==> src/rtl/bpred_table_ctrl.sv <==
// rtl/bpred_table_ctrl.sv - write-side sequencer for the combined BTB/bimodal table
module bpred_table_ctrl #(
    parameter int FIFO_DEPTH   = 4,
    parameter int STARVE_LIMIT = 4,
    parameter int INDEX_W      = 8
) (
    input  logic               clk,
    input  logic               reset,
    input  logic               stall,
    input  logic               upd_valid,
    output logic               upd_ready,
    input  logic [31:0]        upd_pc4,
    input  logic [31:0]        upd_target,
    input  logic               upd_dir,
    input  logic               upd_miss,
    input  logic [1:0]         upd_bimodal,
    input  logic [8:0]         upd_carry,
    input  logic               cfg_valid,
    output logic               cfg_ready,
    input  logic [INDEX_W-1:0] cfg_index,
    input  logic [35:0]        cfg_data,
    output logic               mem_wren,
    output logic [INDEX_W-1:0] mem_wraddr,
    output logic [35:0]        mem_data,
    output logic [3:0]         mem_byteen,
    output logic               init_busy,
    output logic [15:0]        upd_count
);

    localparam int PTR_W = $clog2(FIFO_DEPTH);
    localparam int CNT_W = PTR_W + 1;
    localparam int SC_W  = $clog2(STARVE_LIMIT + 1);

    typedef enum logic [0:0] {S_INIT, S_RUN} state_t;

    typedef struct packed {
        logic [INDEX_W-1:0] idx;
        logic [29:0]        target;
        logic               dir;
        logic               miss;
        logic [1:0]         bimodal;
        logic [8:0]         carry;
    } entry_t;

    state_t             state;
    logic [INDEX_W-1:0] init_idx;
    logic [SC_W-1:0]    starve_cnt;

    entry_t             fifo_mem [FIFO_DEPTH];
    logic [PTR_W-1:0]   wr_ptr;
    logic [PTR_W-1:0]   rd_ptr;
    logic [CNT_W-1:0]   count;

    entry_t             head;
    entry_t             push_entry;
    logic               fifo_empty;
    logic               push;
    logic               cfg_grant;
    logic               upd_grant;
    logic [1:0]         next_ctr;
    logic [35:0]        upd_word;
    logic [3:0]         upd_be;

    assign upd_ready  = (count < CNT_W'(FIFO_DEPTH));
    assign fifo_empty = (count == '0);
    assign push       = upd_valid && upd_ready;
    assign head       = fifo_mem[rd_ptr];

    assign push_entry = '{idx:     upd_pc4[INDEX_W+1:2],
                          target:  upd_target[31:2],
                          dir:     upd_dir,
                          miss:    upd_miss,
                          bimodal: upd_bimodal,
                          carry:   upd_carry};

    // Config wins when nothing is queued or it has waited STARVE_LIMIT update grants.
    assign cfg_grant = (state == S_RUN) && !stall && cfg_valid &&
                       (fifo_empty || starve_cnt == SC_W'(STARVE_LIMIT));
    assign upd_grant = (state == S_RUN) && !stall && !fifo_empty && !cfg_grant;
    assign cfg_ready = cfg_grant;

    always_comb begin
        next_ctr = head.bimodal;
        if (head.dir) begin
            if (head.bimodal != 2'd3) next_ctr = head.bimodal + 2'd1;
        end else begin
            if (head.bimodal != 2'd0) next_ctr = head.bimodal - 2'd1;
        end
    end

    // A taken mispredict rewrites the whole word with the new target; otherwise only lane 0 changes.
    always_comb begin
        upd_word = {27'b0, head.carry[8:6], next_ctr, head.carry[3:0]};
        upd_be   = 4'b0001;
        if (head.dir && head.miss) begin
            upd_word = {head.target, next_ctr, head.carry[3:0]};
            upd_be   = 4'b1111;
        end
    end

    always_ff @(posedge clk) begin
        if (push) fifo_mem[wr_ptr] <= push_entry;
    end

    always_ff @(posedge clk or posedge reset) begin
        if (reset) begin
            state      <= S_INIT;
            init_idx   <= '0;
            wr_ptr     <= '0;
            rd_ptr     <= '0;
            count      <= '0;
            starve_cnt <= '0;
            upd_count  <= '0;
            mem_wren   <= 1'b0;
            mem_wraddr <= '0;
            mem_data   <= '0;
            mem_byteen <= '0;
            init_busy  <= 1'b1;
        end else begin
            if (push) wr_ptr <= wr_ptr + PTR_W'(1);
            if (upd_grant) rd_ptr <= rd_ptr + PTR_W'(1);
            case ({push, upd_grant})
                2'b10:   count <= count + CNT_W'(1);
                2'b01:   count <= count - CNT_W'(1);
                default: count <= count;
            endcase

            if (!cfg_valid || cfg_grant) starve_cnt <= '0;
            else if (upd_grant)          starve_cnt <= starve_cnt + SC_W'(1);

            mem_wren <= 1'b0;
            case (state)
                S_INIT: begin
                    mem_wren   <= 1'b1;
                    mem_wraddr <= init_idx;
                    mem_data   <= '0;
                    mem_byteen <= 4'b1111;
                    init_idx   <= init_idx + INDEX_W'(1);
                    if (init_idx == '1) begin
                        state     <= S_RUN;
                        init_busy <= 1'b0;
                    end
                end
                S_RUN: begin
                    if (cfg_grant) begin
                        mem_wren   <= 1'b1;
                        mem_wraddr <= cfg_index;
                        mem_data   <= cfg_data;
                        mem_byteen <= 4'b1111;
                    end else if (upd_grant) begin
                        mem_wren   <= 1'b1;
                        mem_wraddr <= head.idx;
                        mem_data   <= upd_word;
                        mem_byteen <= upd_be;
                        upd_count  <= upd_count + 16'd1;
                    end
                end
                default: state <= S_INIT;
            endcase
        end
    end

endmodule
==> config.mk <==
export PLATFORM = sky130hd
export DESIGN_NAME = bpred_table_ctrl
export DESIGN_NICKNAME = d
export VERILOG_FILES = /design/src/rtl/bpred_table_ctrl.sv
export SDC_FILE = /design/constraint.sdc
export NUM_CORES = 1
export LEC_CHECK = 0
export CORE_ASPECT_RATIO = 0.7
export CORE_MARGIN = 10
export CORE_UTILIZATION = 40
export CTS_BUF_LIST = sky130_fd_sc_hd__clkbuf_8
export CTS_CLUSTER_DIAMETER = 80
export DETAILED_ROUTE_END_ITERATION = 7
export PLACE_DENSITY = 0.61
export SYNTH_ARGS = -nofsm -noshare
export SYNTH_HDL_FRONTEND = slang
export SYNTH_SLANG_ARGS = --single-unit
==> constraint.sdc <==
create_clock -name clk -period 3.26 [get_ports clk]
set_clock_uncertainty 0.2 [all_clocks]
set_input_delay 0.652 -clock clk [delete_from_list [all_inputs] [get_ports clk]]
set_output_delay 0.652 -clock clk [all_outputs]
set_load 0.02 [all_outputs]
* After elaboration in Yosys (flattened, before gate mapping) *
Memories as Yosys holds them, arrays and structs flattened.
Cells that the tools add are included.

cells by class
  add/subtract/negate cells = 9
  multipliers = 0
  div/mod/pow operators = 0
  $lt $le $gt $ge = 1
  equality and inequality tests = 6
  shift-type cells = 0
  multiplexer cells = 24
  bitwise operators = 2
  reductions and logical operators = 19

operators by type and width
  cell                   count
  $mux 36                3
  $pmux 36 s2            1
  $add 16x1->16 const B  1
  $mux 8                 2
  $pmux 8 s2             1
  $mux 4                 3
  $add 8x1->8 const B    1
  $eq 8x8->1 const B     1
  $pmux 4 s2             1
  $logic_and 1x1->1      7
  $add 2x1->2 const B    3
  $add 3x1->3 const B    2
  $mux 1                 6
  $mux 2                 3
  $mux 3                 2
  $pmux 3 s2             1
  $reduce_bool 2->1      3
  $logic_not 1->1        4
  $eq 3x3->1 const B     1
  $logic_not 3->1        1
  $lt 3x3->1 const B     1
  $ne 3x1->1 const B     1
  $reduce_and 3->1       1
  $sub 3x1->3 const B    1
  8 further kinds        10

word-level totals
  flip-flop bits (word level) = 85
  latch bits = 0
  RAM bits = 204
  ROM bits = 0
  bits of input ports = 126
  output and inout bits = 68
  logic and storage cells = 74
  memories = 1

memories
  memory    words  width  read ports  clocked after memory_dff  wr ports  RTL line  source
  fifo_mem  4      51     1           0                         1         49        entry_t fifo_mem [FIFO_DEPTH];

* Depth between registers and ports, before layout *
  word-level depth = 9
  gate-level depth with buffers = 11
  gate-level depth less buffers = 11

* Worst setup path after synthesis *
No wires, ideal clock.

  path type = in2reg
  start = in upd_valid
  end = mem fifo_mem[0][0] (netlist name), enable pin
  setup time = 412 ps
  arrival = 2191 ps
  data required time = 2648 ps
  slack = 457 ps
  stages on the path = 3
  buffers on the path = 1
  cells stage by stage = nor2b_1 > clkbuf_1 > and2_1

between the ends
  cells in the longest elaborated chain, start to end = 3

ends and longest elaborated chain
  item                          RTL line  source
  start: declaration            10        input logic upd_valid,
  $logic_and 1x1->1             66        assign push = upd_valid && upd_ready;
  $mux 1                        102       if (push) fifo_mem[wr_ptr] <= push_entry;
  $mux 1 (not written as such)  102
  end: declaration              49

Every way passes these cells.

* Worst setup path in the final report *
  start = reg starve_cnt[0]
  end = out cfg_ready

between the ends
  cells in the longest elaborated chain, start to end = 3

ends and longest elaborated chain
  item                      RTL line  source
  start: declaration        47        logic [SC_W-1:0] starve_cnt;
  start signal: assignment  129       else if (upd_grant) starve_cnt <= starve_cnt + SC_W'(1);
  $eq 3x3->1                78        (fifo_empty || starve_cnt == SC_W'(STARVE_LIMIT));
  $logic_or 1x1->1          78
  $logic_and 1x1->1         77        assign cfg_grant = (state == S_RUN) && !stall && cfg_valid &&
  end: declaration          19        output logic cfg_ready,

Every way passes these cells.

==> metrics.txt <==
first-pass GRT wire length 40000 um; CTS tree yes; routed vias 6335; PortBufs 165; Top Usage Layer GRT met2; fin crit period 2.86 ns; prevailing post-synth register cell edfxtp_1; Multi-input gate area 0.00290 sq mm; Yosys cell types 55; Crit path max-delay family buffers and inverters; syn avg cell area 17.6 sq um; Hold Path Class reg2reg; CP Capture Type primary output; Rel. slew slack 63.2%; H-tree depth 2; Peak Freq 350 MHz; Worst Max-Slew Pin Slew 0.551 ns; ANT nets after route 0; unrepaired setup endpoints after global routing false; Post-Layout Cell Count 1248; cts hold-fix bufs 0; Synth area leaders edfxtp_1 53%, dfrtp_1 18%, mux4_2 9.1%; Core Area 0.0276 sq mm; Area growth syn-to-layout 27.9%; drt total wl 26000 um; CTS sink cnt 279; # placed instances 1163; GRT overflow 0; final hold vios 0; final worst slack 0.402 ns; die width 220 um; final period utilization 87.7%; ratio of cells with drive above 1 in the final layout 17.3%; initial antenna violation count 5; met2 Resource Use GR 23.0%; critical path buffer and inverter count 4; commonest non-fill, non-tap cell in the layout edfxtp_1; Die Y 160 um; initial drt markers 359; PD cells 563 mW/mm^2; CP Max Fanout 3; Syn. warnings 0; Post-Syn Area 0.0112 sq mm; flop and latch count out of synthesis 279; GR Util All Layers 14.7%; DP Worst Slack 0.124 ns; HPWL after DPL 17700 um; clk_lat worst skew 0.57 ns; initial core utilization 40.4%; DR vias/cell 5.08; met3 usage 5.21%; CTS Buffer Depth 3; Async SR Flop Fraction 29.7%; Clock Tree Root clkbuf_8; Leak 5.40 nW; fin nets 975; post-synth top area share 52.8%; Cells after Synth 635; Final setup viols 0; Crit path largest cell delay 0.37 ns; Tot Pwr 0.00804 W; vias in the first global route 6962; I/O Pins 194; VDD IR max 0.356 mV; Inserted Clock Buffers 44; setup TNS 0 ns; number of synthesized flops with an enable pin 196; Remaining DRCs 0; Fillers 2253; die area 0.0351 sq mm; largest net degree at the start of global routing 46; placer congestion estimate 0.819; WS Path Type reg2out; Row Count 51; WP data arrival 2.01 ns; WP data required 2.41 ns; most frequent cells in the layout 196 x edfxtp_1, 164 x clkdlybuf4s50_1, 80 x dfrtp_1, 51 x clkbuf_8, 45 x mux4_2; clock slew seen by the registers of the worst setup and hold paths 0.06 ns; Slew Viols, Final 0; CP cell instances inv_1 > ha_1 > and2_1 > o211ai_1 > buf_4 > inv_2 > dlymetal6s2s_1; routing usage on met1 19.0%; post-DR wirelength/cell 20.8 um; register area share after synthesis 71.4%; syn nets 771; Pre-antenna DRT Iters 5; Critical Path Source Type flip-flop; area leader, netlist edfxtp_1; CP max-delay cell dfrtp_1; Max Cap Violations 0; status completed; register area 0.00797 sq mm
-- layer usage --
layer	routed length, um	up-vias
li1	-	2906
met1	11500	3173
met2	11900	205
met3	2120	47
met4	491	4
met5	23	-
-- cell type report --
type                       count  share of cell area, %
antenna                        3                 0.0526
clock buffer                  51                   4.92
tap                          371                   3.25
sequential                   279                   55.8
timing repair buffer         190                   13.7
multi-input combinational    300                   20.3
clock inverter                30                   1.25
inverter                      24                  0.649
-- kinds of logic after synthesis --
kind of cell / count (synthesis) / share of synthesized area (%)
flops: 279 / 71.4
compound gates: 117 / 7.69
simple gates: 90 / 4.23
buf+inv: 56 / 2.71
mux: 55 / 10.6
xor+xnor: 28 / 2.20
fa+ha+maj: 10 / 1.19
-- worst reg2reg max path, stage by stage, from the launching register on --
cell and delay (ns):
dfrtp_1 0.37, inv_1 0.08, ha_1 0.22, nand2_1 0.36
o211ai_4 0.12, inv_2 0.09, ha_1 0.18, inv_1 0.07
fa_1 0.39, xor2_1 0.16, nor2_1 0.12, xnor2_1 0.13
-- per-stage QoR --
stage	util [%]	hold slack [ns]	instance area, sq um
4_1_cts	51.6	0.272	14300
3_3_place_gp	48.4	0.249	13400
3_5_place_dp	48.4	0.255	13400
6_report	51.6	0.270	14300
2_1_floorplan	-	0.262	11200
5_1_grt	51.6	0.281	14300
-- worst paths after layout --
check | to | cells after the start | startpoint | slack (ns)
max reg2reg | count[2] | 11 | starve_cnt[0] | 0.70
min in group asynchronous | mem_data[6] | 2 | reset | 0.31
max in group asynchronous | mem_data[31] | 3 | reset | 1.84
max | cfg_ready | 7 | starve_cnt[0] | 0.40
min | mem_byteen[0] | 1 | mem_byteen[0] | 0.27
min reg2reg | mem_byteen[0] | 1 | mem_byteen[0] | 0.27
-- sequential cells by signal, indices dropped and copies added, names as in the netlist, 2 cells and up --
signal      flops
mem_data       36
upd_count      16
count           3
mem_byteen      2
fifo_mem      196
init_idx        8
starve_cnt      3
mem_wraddr      8
wr_ptr          2
rd_ptr          2
-- synthesized netlist by cell type (5+ instances only) --
master and number:
a21o_1 27, and3_1 5, nand4_1 11, o21ai_1 16, ha_1 9, o21ai_0 12, buf_2 13, nand2_1 36
a21oi_1 5, edfxtp_1 196, inv_1 21, mux4_2 45, clkbuf_1 10, xnor2_1 20, dfrtp_1 82, a22o_1 27
xor2_1 8, and2_1 7, a211oi_1 17, nor3_1 5, nor2_1 6, mux2i_1 5
-- where the power goes --
part	internal (W)	switching, W	total (W)
sequential	0.00421	0.000104	0.00431
combinational	0.000346	0.000463	0.000809
clock	0.00159	0.00133	0.00292
total	0.00614	0.00190	0.00804
-- repair_timing --
| action | CTS | global route |
|---|---|---|
| buffers inserted | 1 | 0 |
| resized for setup | 0 | 2 |
| endpoints found under the setup margin | 1 | 1 |
| pin swaps | 1 | 0 |
Power figures use the tool's default switching activity.
